File: src/rtl/qspi_pkg.sv
// Shared types and constants for the QSPI bus controller.
package qspi_pkg;

  typedef enum logic [2:0] {
    IDLE  = 3'd0,
    CMD   = 3'd1,
    ADDR  = 3'd2,
    DUMMY = 3'd3,
    DATA  = 3'd4,
    GAP   = 3'd5
  } qspi_state_e;

  localparam logic [7:0] CMD_QREAD  = 8'hEB;
  localparam logic [7:0] CMD_QWRITE = 8'h38;
  localparam logic [3:0] NIB_ADDR   = 4'd6;
  localparam logic [3:0] NIB_DATA   = 4'd8;

  // The bus carries bytes little-endian, each high nibble first, so a byte swap
  // turns a word into its MSB-first nibble stream and back again.
  function automatic logic [31:0] byte_swap(input logic [31:0] w);
    return {w[7:0], w[15:8], w[23:16], w[31:24]};
  endfunction

endpackage

File: src/rtl/qspi_bus_ctrl_arb.sv
// Two-way arbiter for the QSPI bus: req[0] = instruction port, req[1] = data port.
// Build option QSPI_ARB_RR_EN: round-robin; otherwise fixed priority with the data port first.
module qspi_arb
  import qspi_pkg::*;
(
  input  logic       clk,
  input  logic       rst_n,
  input  logic [1:0] req,
  output logic [1:0] grant
);

`ifdef QSPI_ARB_RR_EN
  logic last_db_r;

  // Remember which port won the most recent grant; reset favours the data port next.
  always_ff @(posedge clk or negedge rst_n) begin
    if (!rst_n) begin
      last_db_r <= 1'b0;
    end else if (grant != 2'b00) begin
      last_db_r <= grant[1];
    end else begin
      last_db_r <= last_db_r;
    end
  end

  // On a tie the port that did not win last time is granted.
  always_comb begin
    grant = 2'b00;
    case (req)
      2'b01:   grant = 2'b01;
      2'b10:   grant = 2'b10;
      2'b11:   grant = last_db_r ? 2'b01 : 2'b10;
      default: grant = 2'b00;
    endcase
  end
`else
  logic unused_s;
  assign unused_s = clk ^ rst_n;

  // Fixed priority: the data port always wins a tie.
  always_comb begin
    grant = 2'b00;
    case (req)
      2'b01:   grant = 2'b01;
      2'b10:   grant = 2'b10;
      2'b11:   grant = 2'b10;
      default: grant = 2'b00;
    endcase
  end
`endif

endmodule

File: src/rtl/qspi_bus_ctrl.sv
// QSPI PMOD bus controller: ROM and PSRAM share SCK/SDIO, fetch and data ports are arbitrated.
// Build option QSPI_ARB_RR_EN selects round-robin arbitration in qspi_arb. CS_IDLE range is 1..16.
module qspi_bus_ctrl
  import qspi_pkg::*;
#(
  parameter int DUMMY_ROM = 4,
  parameter int DUMMY_RAM = 6,
  parameter int CS_IDLE   = 2
) (
  input  logic        clk_i,
  input  logic        rst_in,
  input  logic        ib_req_i,
  input  logic [23:0] ib_addr_i,
  output logic [31:0] ib_rdata_o,
  output logic        ib_ack_o,
  input  logic        db_req_i,
  input  logic        db_we_i,
  input  logic [24:0] db_addr_i,
  input  logic [31:0] db_wdata_i,
  output logic [31:0] db_rdata_o,
  output logic        db_ack_o,
  output logic        qspi_cs_rom_on,
  output logic        qspi_cs_ram_on,
  output logic        qspi_sck_o,
  output logic [3:0]  qspi_sdo_o,
  output logic [3:0]  qspi_sdoen_o,
  input  logic [3:0]  qspi_sdi_i
);

  localparam logic [3:0] D_ROM    = 4'(DUMMY_ROM);
  localparam logic [3:0] D_RAM    = 4'(DUMMY_RAM);
  localparam logic [3:0] GAP_LAST = 4'(CS_IDLE - 1);

  qspi_state_e state_r, state_s;
  logic [3:0]  cnt_r, cnt_s;
  logic        phase_r, phase_s;
  logic [31:0] shift_r, shift_s;
  logic [31:0] wdata_r, wdata_s;
  logic [3:0]  sdo_r, sdo_s;
  logic [3:0]  dummy_r, dummy_s;
  logic        we_r, we_s;
  logic        ram_r, ram_s;
  logic        db_r, db_s;
  logic        ib_ack_r, ib_ack_s;
  logic        db_ack_r, db_ack_s;
  logic [31:0] ib_rdata_r, ib_rdata_s;
  logic [31:0] db_rdata_r, db_rdata_s;
  logic        cs_rom_r, cs_ram_r, sck_r;
  logic [3:0]  sdoen_r;
  logic [1:0]  arb_req_s, grant_s;
  logic [23:0] txn_addr_s;
  logic [7:0]  txn_cmd_s;
  logic        active_s, drive_s;

  assign arb_req_s  = (state_r == IDLE) ? {db_req_i, ib_req_i} : 2'b00;
  assign txn_addr_s = grant_s[1] ? db_addr_i[23:0] : ib_addr_i;
  assign txn_cmd_s  = (grant_s[1] && db_we_i) ? CMD_QWRITE : CMD_QREAD;

  qspi_arb u_arb (
    .clk   (clk_i),
    .rst_n (rst_in),
    .req   (arb_req_s),
    .grant (grant_s)
  );

  // Transaction sequencer: one nibble per two clk_i cycles, state advances at the end of phase 1.
  always_comb begin
    state_s    = state_r;
    cnt_s      = cnt_r;
    phase_s    = 1'b0;
    shift_s    = shift_r;
    wdata_s    = wdata_r;
    sdo_s      = sdo_r;
    dummy_s    = dummy_r;
    we_s       = we_r;
    ram_s      = ram_r;
    db_s       = db_r;
    ib_ack_s   = 1'b0;
    db_ack_s   = 1'b0;
    ib_rdata_s = ib_rdata_r;
    db_rdata_s = db_rdata_r;
    case (state_r)
      IDLE: begin
        if (grant_s[1] && db_we_i && !db_addr_i[24]) begin
          // ROM writes are dropped without touching the bus.
          db_s     = 1'b1;
          we_s     = 1'b1;
          ram_s    = 1'b0;
          db_ack_s = 1'b1;
          state_s  = GAP;
          cnt_s    = 4'd0;
        end else if (grant_s != 2'b00) begin
          db_s    = grant_s[1];
          we_s    = grant_s[1] & db_we_i;
          ram_s   = grant_s[1] & db_addr_i[24];
          wdata_s = byte_swap(db_wdata_i);
          dummy_s = (grant_s[1] && db_addr_i[24]) ? D_RAM : D_ROM;
          sdo_s   = txn_cmd_s[7:4];
          shift_s = {txn_cmd_s[3:0], txn_addr_s, 4'h0};
          state_s = CMD;
          cnt_s   = 4'd0;
        end else begin
          state_s = IDLE;
        end
      end
      GAP: begin
        if (cnt_r == GAP_LAST) begin
          state_s = IDLE;
          cnt_s   = 4'd0;
        end else begin
          cnt_s = cnt_r + 4'd1;
        end
      end
      CMD, ADDR, DUMMY, DATA: begin
        if (!phase_r) begin
          phase_s = 1'b1;
        end else begin
          cnt_s = cnt_r + 4'd1;
          case (state_r)
            CMD: begin
              sdo_s   = shift_r[31:28];
              shift_s = {shift_r[27:0], 4'h0};
              if (cnt_r == 4'd1) begin
                state_s = ADDR;
                cnt_s   = 4'd0;
              end else begin
              end
            end
            ADDR: begin
              if (cnt_r != NIB_ADDR - 4'd1) begin
                sdo_s   = shift_r[31:28];
                shift_s = {shift_r[27:0], 4'h0};
              end else begin
                cnt_s = 4'd0;
                if (we_r) begin
                  state_s = DATA;
                  sdo_s   = wdata_r[31:28];
                  shift_s = {wdata_r[27:0], 4'h0};
                end else if (dummy_r == 4'd0) begin
                  state_s = DATA;
                  sdo_s   = 4'h0;
                end else begin
                  state_s = DUMMY;
                  sdo_s   = 4'h0;
                end
              end
            end
            DUMMY: begin
              if (cnt_r == dummy_r - 4'd1) begin
                state_s = DATA;
                cnt_s   = 4'd0;
              end else begin
              end
            end
            DATA: begin
              if (we_r) begin
                sdo_s   = shift_r[31:28];
                shift_s = {shift_r[27:0], 4'h0};
              end else begin
                shift_s = {shift_r[27:0], qspi_sdi_i};
              end
              if (cnt_r == NIB_DATA - 4'd1) begin
                state_s = GAP;
                cnt_s   = 4'd0;
                sdo_s   = 4'h0;
                if (db_r) begin
                  db_ack_s = 1'b1;
                end else begin
                  ib_ack_s = 1'b1;
                end
                if (we_r) begin
                end else if (db_r) begin
                  db_rdata_s = byte_swap({shift_r[27:0], qspi_sdi_i});
                end else begin
                  ib_rdata_s = byte_swap({shift_r[27:0], qspi_sdi_i});
                end
              end else begin
              end
            end
            default: state_s = IDLE;
          endcase
        end
      end
      default: state_s = IDLE;
    endcase
  end

  assign active_s = (state_s == CMD) || (state_s == ADDR) || (state_s == DUMMY) || (state_s == DATA);
  assign drive_s  = (state_s == CMD) || (state_s == ADDR) || ((state_s == DATA) && we_s);

  // State and pad registers; pad values are derived from the next state so they leave as flops.
  always_ff @(posedge clk_i or negedge rst_in) begin
    if (!rst_in) begin
      state_r    <= IDLE;
      cnt_r      <= 4'd0;
      phase_r    <= 1'b0;
      shift_r    <= 32'h0;
      wdata_r    <= 32'h0;
      sdo_r      <= 4'h0;
      dummy_r    <= 4'd0;
      we_r       <= 1'b0;
      ram_r      <= 1'b0;
      db_r       <= 1'b0;
      ib_ack_r   <= 1'b0;
      db_ack_r   <= 1'b0;
      ib_rdata_r <= 32'h0;
      db_rdata_r <= 32'h0;
      cs_rom_r   <= 1'b1;
      cs_ram_r   <= 1'b1;
      sck_r      <= 1'b0;
      sdoen_r    <= 4'h0;
    end else begin
      state_r    <= state_s;
      cnt_r      <= cnt_s;
      phase_r    <= phase_s;
      shift_r    <= shift_s;
      wdata_r    <= wdata_s;
      sdo_r      <= sdo_s;
      dummy_r    <= dummy_s;
      we_r       <= we_s;
      ram_r      <= ram_s;
      db_r       <= db_s;
      ib_ack_r   <= ib_ack_s;
      db_ack_r   <= db_ack_s;
      ib_rdata_r <= ib_rdata_s;
      db_rdata_r <= db_rdata_s;
      cs_rom_r   <= !(active_s && !ram_s);
      cs_ram_r   <= !(active_s && ram_s);
      sck_r      <= active_s && phase_s;
      sdoen_r    <= {4{drive_s}};
    end
  end

  assign ib_rdata_o     = ib_rdata_r;
  assign ib_ack_o       = ib_ack_r;
  assign db_rdata_o     = db_rdata_r;
  assign db_ack_o       = db_ack_r;
  assign qspi_cs_rom_on = cs_rom_r;
  assign qspi_cs_ram_on = cs_ram_r;
  assign qspi_sck_o     = sck_r;
  assign qspi_sdo_o     = sdo_r;
  assign qspi_sdoen_o   = sdoen_r;

endmodule

File: config.mk
export PLATFORM = sky130hd
export DESIGN_NAME = qspi_bus_ctrl
export DESIGN_NICKNAME = d
export VERILOG_FILES = /design/src/rtl/qspi_pkg.sv /design/src/rtl/qspi_bus_ctrl_arb.sv /design/src/rtl/qspi_bus_ctrl.sv
export SDC_FILE = /design/constraint.sdc
export NUM_CORES = 1
export LEC_CHECK = 0
export CAP_MARGIN = 20
export CORE_UTILIZATION = 45
export CTS_BUF_LIST = sky130_fd_sc_hd__clkbuf_8
export DETAILED_ROUTE_END_ITERATION = 10
export GPL_TIMING_DRIVEN = 0
export MAX_ROUTING_LAYER = met4
export PLACE_DENSITY_LB_ADDON = 0.05
export SYNTH_ARGS = -nofsm -noshare
export SYNTH_HDL_FRONTEND = slang
export SYNTH_SLANG_ARGS = --single-unit
File: constraint.sdc
create_clock -name clk_i -period 5.8 [get_ports clk_i]
set_input_delay 1.16 -clock clk_i [delete_from_list [all_inputs] [get_ports clk_i]]
set_output_delay 1.16 -clock clk_i [all_outputs]
set_load 0.05 [all_outputs]
==> impl_metrics.csv, run 1 <==
group,metric,value,unit
worst_setup_path,r2r_setup_slack,3.14,ns
worst_setup_path,crit_arrival,3.53,ns
timing,finalSetupViolations,0,
outcome,status,"finished, final reports clean",
route,post_drt_wl_per_cell,19.5,um
worst_setup_path,slowest_delay,0.63,ns
global_route,grt_use_met3,0.0586,
worst_setup_path,crit_type,"input pin to flop",
final_layout,n_antenna_cell,0,
clock_network,cts_sinks,151,
global_route,grt_first_pass_wirelength,30000,um
timing,fmax,0.313,GHz
place,routabilityCongestion,0.853,
worst_setup_path,worstPathMaxFanout,10,
clock_network,cts_hold_buf,0,
worst_setup_path,cp_slowest_cell,"nor4b_4",
final_layout,final_cell_mix,"165 x clkdlybuf4s50_1, 149 x dfrtp_1, 108 x mux2_2",
power_and_ir_drop,irDropWorstVdd,0.215,mV
timing,worst_slack,2.61,ns
worst_setup_path,endpoint_kind,"flop",
global_route,overflow,0,
final_layout,areaGrowthSynthToFinish,31.2,%
timing,rsz0062_at_grt,"no",
final_layout,final_core_util,0.606,
route,wirelength,19200,um
worst_setup_path,worstPathRequired,6.14,ns
synth,synth_nets,662,
timing,finalCritPeriodShare,0.550,
clock_network,cts_root_buffer,"clkbuf_8",
route,detail-route-antenna-nets,0,
synth,synth_cell_types,71,
floorplan,die_area,16900,um2
place,pre_cts_ws,2.16,ns
clock_network,path_clk_slew,0.09,ns
floorplan,dieHeight,130,um
synth,avgSynthCellArea,12.9,um2
route,first_pass_iters,4,
clock_network,h-tree-depth,4,
global_route,grt_use_met1,0.327,
route,num_vias,5203,
run,maxCapViolCount,0,
power_and_ir_drop,power_per_cell_area,463,nW/um2
global_route,antenna_found_initial,0,
timing,finalCriticalPeriod,3.19,ns
timing,worst_pin_slew,0.709,ns
synth,ys_seq_area_frac,0.513,
route,drc,0,
power_and_ir_drop,power_leakage,4.18,nW
floorplan,die_w,130,um
global_route,grt_max_degree,92,
clock_network,clk_path_buf_depth,2,
global_route,grt-busiest-layer,"met2",
synth,synthArstFlopShare,1.00,
synth,synth_warnings,0,
timing,hold_viol_final,0,
synth,synth-edff-count,0,
timing,final_max_slew_viol_count,0,
global_route,grt_pass1_vias,5382,
hold_path,hold_class,"flop to flop",
synth,ys_seq_elements,151,
synth,synthCells,569,
global_route,grt_util_met2,0.383,
final_layout,layout_commonest_cell,"clkdlybuf4s50_1",
timing,clock_skew,0.0127,ns
floorplan,core.rowCount,46,
floorplan,start_util,0.462,
clock_network,clk_latency,0.46,ns
synth,synth-main-ff-cell,"dfrtp_1",
worst_setup_path,cp_cell_sequence,"clkdlybuf4s50_1, nor4b_4, buf_2, nor2b_1, a211oi_1, a21oi_1, mux2_4",
clock_network,numCtsBuffers,17,
floorplan,core,15900,um2
timing,max_slew_margin,0.525,
place,hpwl,14200,um
clock_network,post_cts_buffers,0,
final_layout,final_nets,848,
place,portBuffers,166,
global_route,grtUsageTotal,0.249,
clock_network,cts_tree,"yes",
floorplan,io_pins,167,
route,vias_per_cell,5.29,
synth,synth_area,7370,um2
clock_network,cts_resized,0,
final_layout,drive_gt1_frac,0.275,
worst_setup_path,start_kind,"input pin",
route,first_iter_violations,226,
-- cell families (layout without fill, tap and decap cells) --
kind of cell | Yosys count | in the layout | synth area share
multiplexers | 160 | 160 | 0.246
flip-flops | 151 | 151 | 0.513
AND/OR/NAND/NOR | 101 | 101 | 0.0849
AO/OA/AOI/OAI | 99 | 99 | 0.0987
buffers and inverters | 52 | 251 | 0.0486
adder cells (fa/ha/maj) | 3 | 3 | 0.00510
XOR/XNOR | 3 | 3 | 0.00357
-- critical path: cells and delay by family --
kind	cells	cell delay [ns]
AO/OA/AOI/OAI	2	0.47
multiplexers	1	0.28
buffers and inverters	2	0.90
AND/OR/NAND/NOR	2	0.71
-- report_power, final --
part           switching (mW)  internal (mW)
registers               0.236           1.36
clock network           0.423          0.296
logic                    1.11           1.05
total                    1.77           2.70
-- flip-flops by register name (all words and copies together), names as in the netlist --
name / count
db_ack_o: 1
dummy_r: 2
ram_r: 1
ib_rdata_o: 32
state_r: 3
qspi_cs_rom_on: 1
wdata_r: 32
qspi_cs_ram_on: 1
db_r: 1
qspi_sdo_o: 4
shift_r: 32
db_rdata_o: 32
qspi_sdoen_o: 1
qspi_sck_o: 1
phase_r: 1
ib_ack_o: 1
we_r: 1
cnt_r: 4
-- metal layers --
metal	vias up	routed length (um)
li1	2433	-
met1	2588	8750
met2	148	9120
met3	34	964
met4	0	386
met5	-	0
-- cell type report --
cell class / count / area [um2]
Fill cell: 1358 / 6270
Sequential cell: 151 / 3780
Multi-Input combinational cell: 366 / 3230
Timing Repair Buffer: 167 / 1690
Buffer: 39 / 307
Tap cell: 216 / 270
Clock buffer: 17 / 234
Clock inverter: 15 / 108
Inverter: 13 / 51.3
-- stage by stage --
stage | std cells | power [mW] | hold slack, ns | setup TNS [ns] | cell area [um2]
after floorplan | 569 | 3.16 | 0.431 | 0 | 7370
after global placement | 951 | 3.72 | 0.452 | -366.70 | 9300
after detailed placement | 952 | 3.78 | 0.465 | 0 | 9330
after CTS | 984 | 4.50 | 0.485 | 0 | 9670
after global routing | 984 | 4.75 | 0.520 | 0 | 9670
final | 984 | 4.47 | 0.477 | 0 | 9670
-- cell usage after synthesis (2+ instances only) --
| master | n | area share |
|---|---|---|
| dfrtp_1 | 149 | 0.51 |
| o21ai_0 | 10 | 0.0068 |
| a21oi_1 | 32 | 0.022 |
| and2_1 | 6 | 0.0051 |
| o311ai_0 | 2 | 0.0024 |
| dfstp_2 | 2 | 0.0071 |
| and3b_1 | 2 | 0.0024 |
| buf_4 | 5 | 0.0051 |
| mux2_1 | 4 | 0.0061 |
| nor4b_2 | 2 | 0.0041 |
| a22oi_1 | 3 | 0.0031 |
| inv_1 | 12 | 0.0061 |
| a21o_1 | 2 | 0.0020 |
| nor2b_1 | 27 | 0.023 |
| a221oi_1 | 2 | 0.0024 |
| mux2_2 | 108 | 0.17 |
| nand2_1 | 18 | 0.0092 |
| or3_1 | 3 | 0.0025 |
| nand2b_1 | 3 | 0.0025 |
| mux2i_1 | 34 | 0.046 |
| a31oi_1 | 2 | 0.0017 |
| nand3_1 | 4 | 0.0027 |
| ha_1 | 3 | 0.0051 |
| xnor2_1 | 2 | 0.0024 |
| buf_2 | 17 | 0.012 |
| nor2_1 | 15 | 0.0076 |
| a211oi_1 | 25 | 0.025 |
| mux2_4 | 14 | 0.029 |
| nor3_1 | 3 | 0.0020 |
| o31ai_1 | 4 | 0.0041 |
| buf_6 | 14 | 0.021 |
-- final timing paths --
path,endpoint,from,depth (start not counted)
worst max-delay path,shift_r[20],db_req_i,7
min in group asynchronous,cnt_r[1],rst_in,1
max in group asynchronous,wdata_r[20],rst_in,2
worst min register to register,dummy_r[2],dummy_r[2],2
worst min-delay path,dummy_r[2],dummy_r[2],2
worst max register to register,ib_rdata_o[2],cnt_r[0],6
Power figures use the tool's default switching activity.
==> run 2, diff against run 1 <==
==> constraint.sdc (replaced) <==
create_clock -name clk_i -period 2.9 [get_ports clk_i]
set_input_delay 0.58 -clock clk_i [delete_from_list [all_inputs] [get_ports clk_i]]
set_output_delay 0.58 -clock clk_i [all_outputs]
set_load 0.05 [all_outputs]
==> results of run 2 <==
Same layout as run 1 (identical final DEF). Status: finished, final reports clean.
Main changes from that run: setup slack after placement 2.16 ns -> -0.163 ns; clock-pin slew on the worst setup and hold paths 0.09 ns -> 0.08 ns; setup slack after layout 2.61 ns -> 0.239 ns; hold slack 0.477 ns -> 0.0858 ns; start point of the critical path db_req_i -> cnt_r[0]; end point of the critical path shift_r[20] -> ib_rdata_o[2]; register-to-register setup slack 3.14 ns -> 0.24 ns; total power 4.47 mW -> 8.95 mW; worst IR drop on VDD 0.215 mV -> 0.430 mV
==> run 3, diff against run 2 <==
--- a/config.mk
+++ b/config.mk
@@ -6,7 +6,9 @@
 export NUM_CORES = 1
 export LEC_CHECK = 0
 export CAP_MARGIN = 20
-export CORE_UTILIZATION = 45
+export CELL_PAD_IN_SITES_DETAIL_PLACEMENT = 0
+export CELL_PAD_IN_SITES_GLOBAL_PLACEMENT = 1
+export CORE_UTILIZATION = 38
 export CTS_BUF_LIST = sky130_fd_sc_hd__clkbuf_8
 export DETAILED_ROUTE_END_ITERATION = 10
 export GPL_TIMING_DRIVEN = 0
==> run 3 against run 2 <==
  * Total power grew 0.84%
  * Clock skew grew 0.0016 ns
  * Critical endpoint is now shift_r[15]
  * Sequential share of layout area shrank 0.30 points
  * Highest routed layer unchanged
  * Critical path depth grew 1
  * Worst hold slack gained 0.022 ns
==> impl_metrics.csv, run 3 (synthesis results as in run 1) <==
group,metric,value,unit
outcome,status,"finished, final reports clean",
final_layout,fin_area,9740,um2
final_layout,final_cell_mix,"165 x clkdlybuf4s50_1, 149 x dfrtp_1, 108 x mux2_2",
clock_network,h-tree-depth,4,
timing,finalCriticalPeriod,2.63,ns
timing,worst_slack,0.268,ns
timing,finalCritPeriodShare,0.907,
power_and_ir_drop,swShare,0.396,
timing,hold_viol_final,0,
place,routabilityCongestion,0.873,
worst_setup_path,r2r_setup_slack,0.30,ns
route,num_vias,5211,
power_and_ir_drop,irDropWorstVdd,0.325,mV
floorplan,io_pins,167,
power_and_ir_drop,power.internal,5.45,mW
final_layout,n_antenna_cell,0,
final_layout,areaGrowthSynthToFinish,32.3,%
worst_setup_path,crit_arrival,3.03,ns
route,drc,0,
power_and_ir_drop,power_per_cell_area,926,nW/um2
floorplan,core.rowCount,50,
clock_network,cts_resized,0,
power_and_ir_drop,p_sw,3.57,mW
floorplan,core,18800,um2
power_and_ir_drop,pwr-share-clk,0.168,
timing,rsz0062_at_grt,"no",
clock_network,clk_latency,0.46,ns
timing,clock_skew,0.0143,ns
final_layout,final_nets,848,
route,first_iter_violations,255,
route,first_pass_iters,4,
power_and_ir_drop,power_leakage,4.19,nW
timing,final_max_slew_viol_count,0,
route,post_drt_wl_per_cell,19.4,um
route,detail-route-antenna-nets,0,
final_layout,drive_gt1_frac,0.278,
clock_network,path_clk_slew,0.09,ns
global_route,overflow,0,
power_and_ir_drop,seq_power_share,0.353,
worst_setup_path,crit_type,"input pin to flop",
hold_path,hold_class,"input pin to async pin",
route,vias_per_cell,5.07,
route,wirelength,19900,um
clock_network,cts_root_buffer,"clkbuf_8",
floorplan,die_w,141,um
worst_setup_path,endpoint_kind,"flop",
power_and_ir_drop,pwr-share-comb,0.478,
clock_network,cts_hold_buf,0,
place,hpwl,14600,um
place,post_dp_cell_area,9380,um2
final_layout,layout_commonest_cell,"clkdlybuf4s50_1",
timing,hold_ws,0.108,ns
clock_network,cts_tree,"yes",
global_route,grt_max_degree,84,
run,maxCapViolCount,0,
global_route,grtUsageTotal,0.219,
timing,worst_pin_slew,0.719,ns
worst_setup_path,worstPathRequired,3.30,ns
floorplan,die_area,19900,um2
clock_network,cts_sinks,151,
global_route,grt_pass1_vias,5615,
global_route,grt_first_pass_wirelength,31600,um
timing,fmax,0.380,GHz
timing,finalSetupViolations,0,
clock_network,clk_path_buf_depth,2,
global_route,antenna_found_initial,0,
clock_network,numCtsBuffers,17,
place,pre_cts_ws,-0.235,ns
floorplan,dieHeight,141,um
place,portBuffers,166,
worst_setup_path,worstPathMaxFanout,10,
worst_setup_path,start_kind,"input pin",
final_layout,final_core_util,0.517,
floorplan,start_util,0.391,
timing,max_slew_margin,0.519,
clock_network,post_cts_buffers,0,
run 3: cell count changes in the layout (fill, tap and decap cells not counted):
| cell | delta |
|---|---|
| clkinvlp_4 | -3 |
| inv_1 | -3 |
| inv_8 | +2 |
| clkbuf_8 | +1 |
| inv_6 | +1 |
| clkinv_4 | +1 |
run 3: per-layer routing:
metal / vias to the layer above / GRT usage / wire, um
li1: 2439 / - / -
met1: 2618 / 0.281 / 9280
met2: 130 / 0.342 / 9280
met3: 24 / 0.0513 / 977
met4: 0 / 0.0727 / 361
met5: - / - / 0
run 3: power groups by stage:
stage	clock network, mW	logic, mW	registers [mW]
after floorplan	0	3.02	3.31
after global placement	0	4.27	3.21
after detailed placement	0	4.35	3.24
after CTS	1.57	4.37	3.20
after global routing	1.67	4.69	3.28
final	1.52	4.32	3.19
run 3: path summary, 6_finish.rpt:
kind                                 endpoint  startpoint  cells after the start
worst max-delay path              shift_r[15]    db_req_i                      7
worst min-delay path                 cnt_r[3]      rst_in                      1
worst max register to register  ib_rdata_o[6]    cnt_r[0]                      6
worst min register to register     dummy_r[2]  dummy_r[2]                      2
max in group asynchronous         wdata_r[12]      rst_in                      2
min in group clk_i                 dummy_r[2]  dummy_r[2]                      2
run 3: stage by stage:
step	instances	total power, mW	setup TNS (ns)
global placement	995	7.49	-743.32
finish	1027	9.02	0
CTS	1027	9.13	0
detailed placement	996	7.59	-6.13
global route	1027	9.63	0
floorplan	569	6.32	0
run 3: final cells by class:
| cell class | count | area, um2 |
|---|---|---|
| inverters | 13 | 51.3 |
| repair buffers | 167 | 1690 |
| clock inverters | 13 | 114 |
| plain buffers | 39 | 307 |
| flip-flops and latches | 151 | 3780 |
| clock buffers | 18 | 248 |
| fillers | 1663 | 9090 |
| multi-input cells | 366 | 3230 |
| well taps | 260 | 325 |
run 3: critical path, stage by stage:
cell	delay [ns]
clkdlybuf4s50_1	0.56
nor4b_4	0.63
buf_2	0.39
buf_2	0.31
a211oi_1	0.14
a21oi_1	0.23
mux2_4	0.19
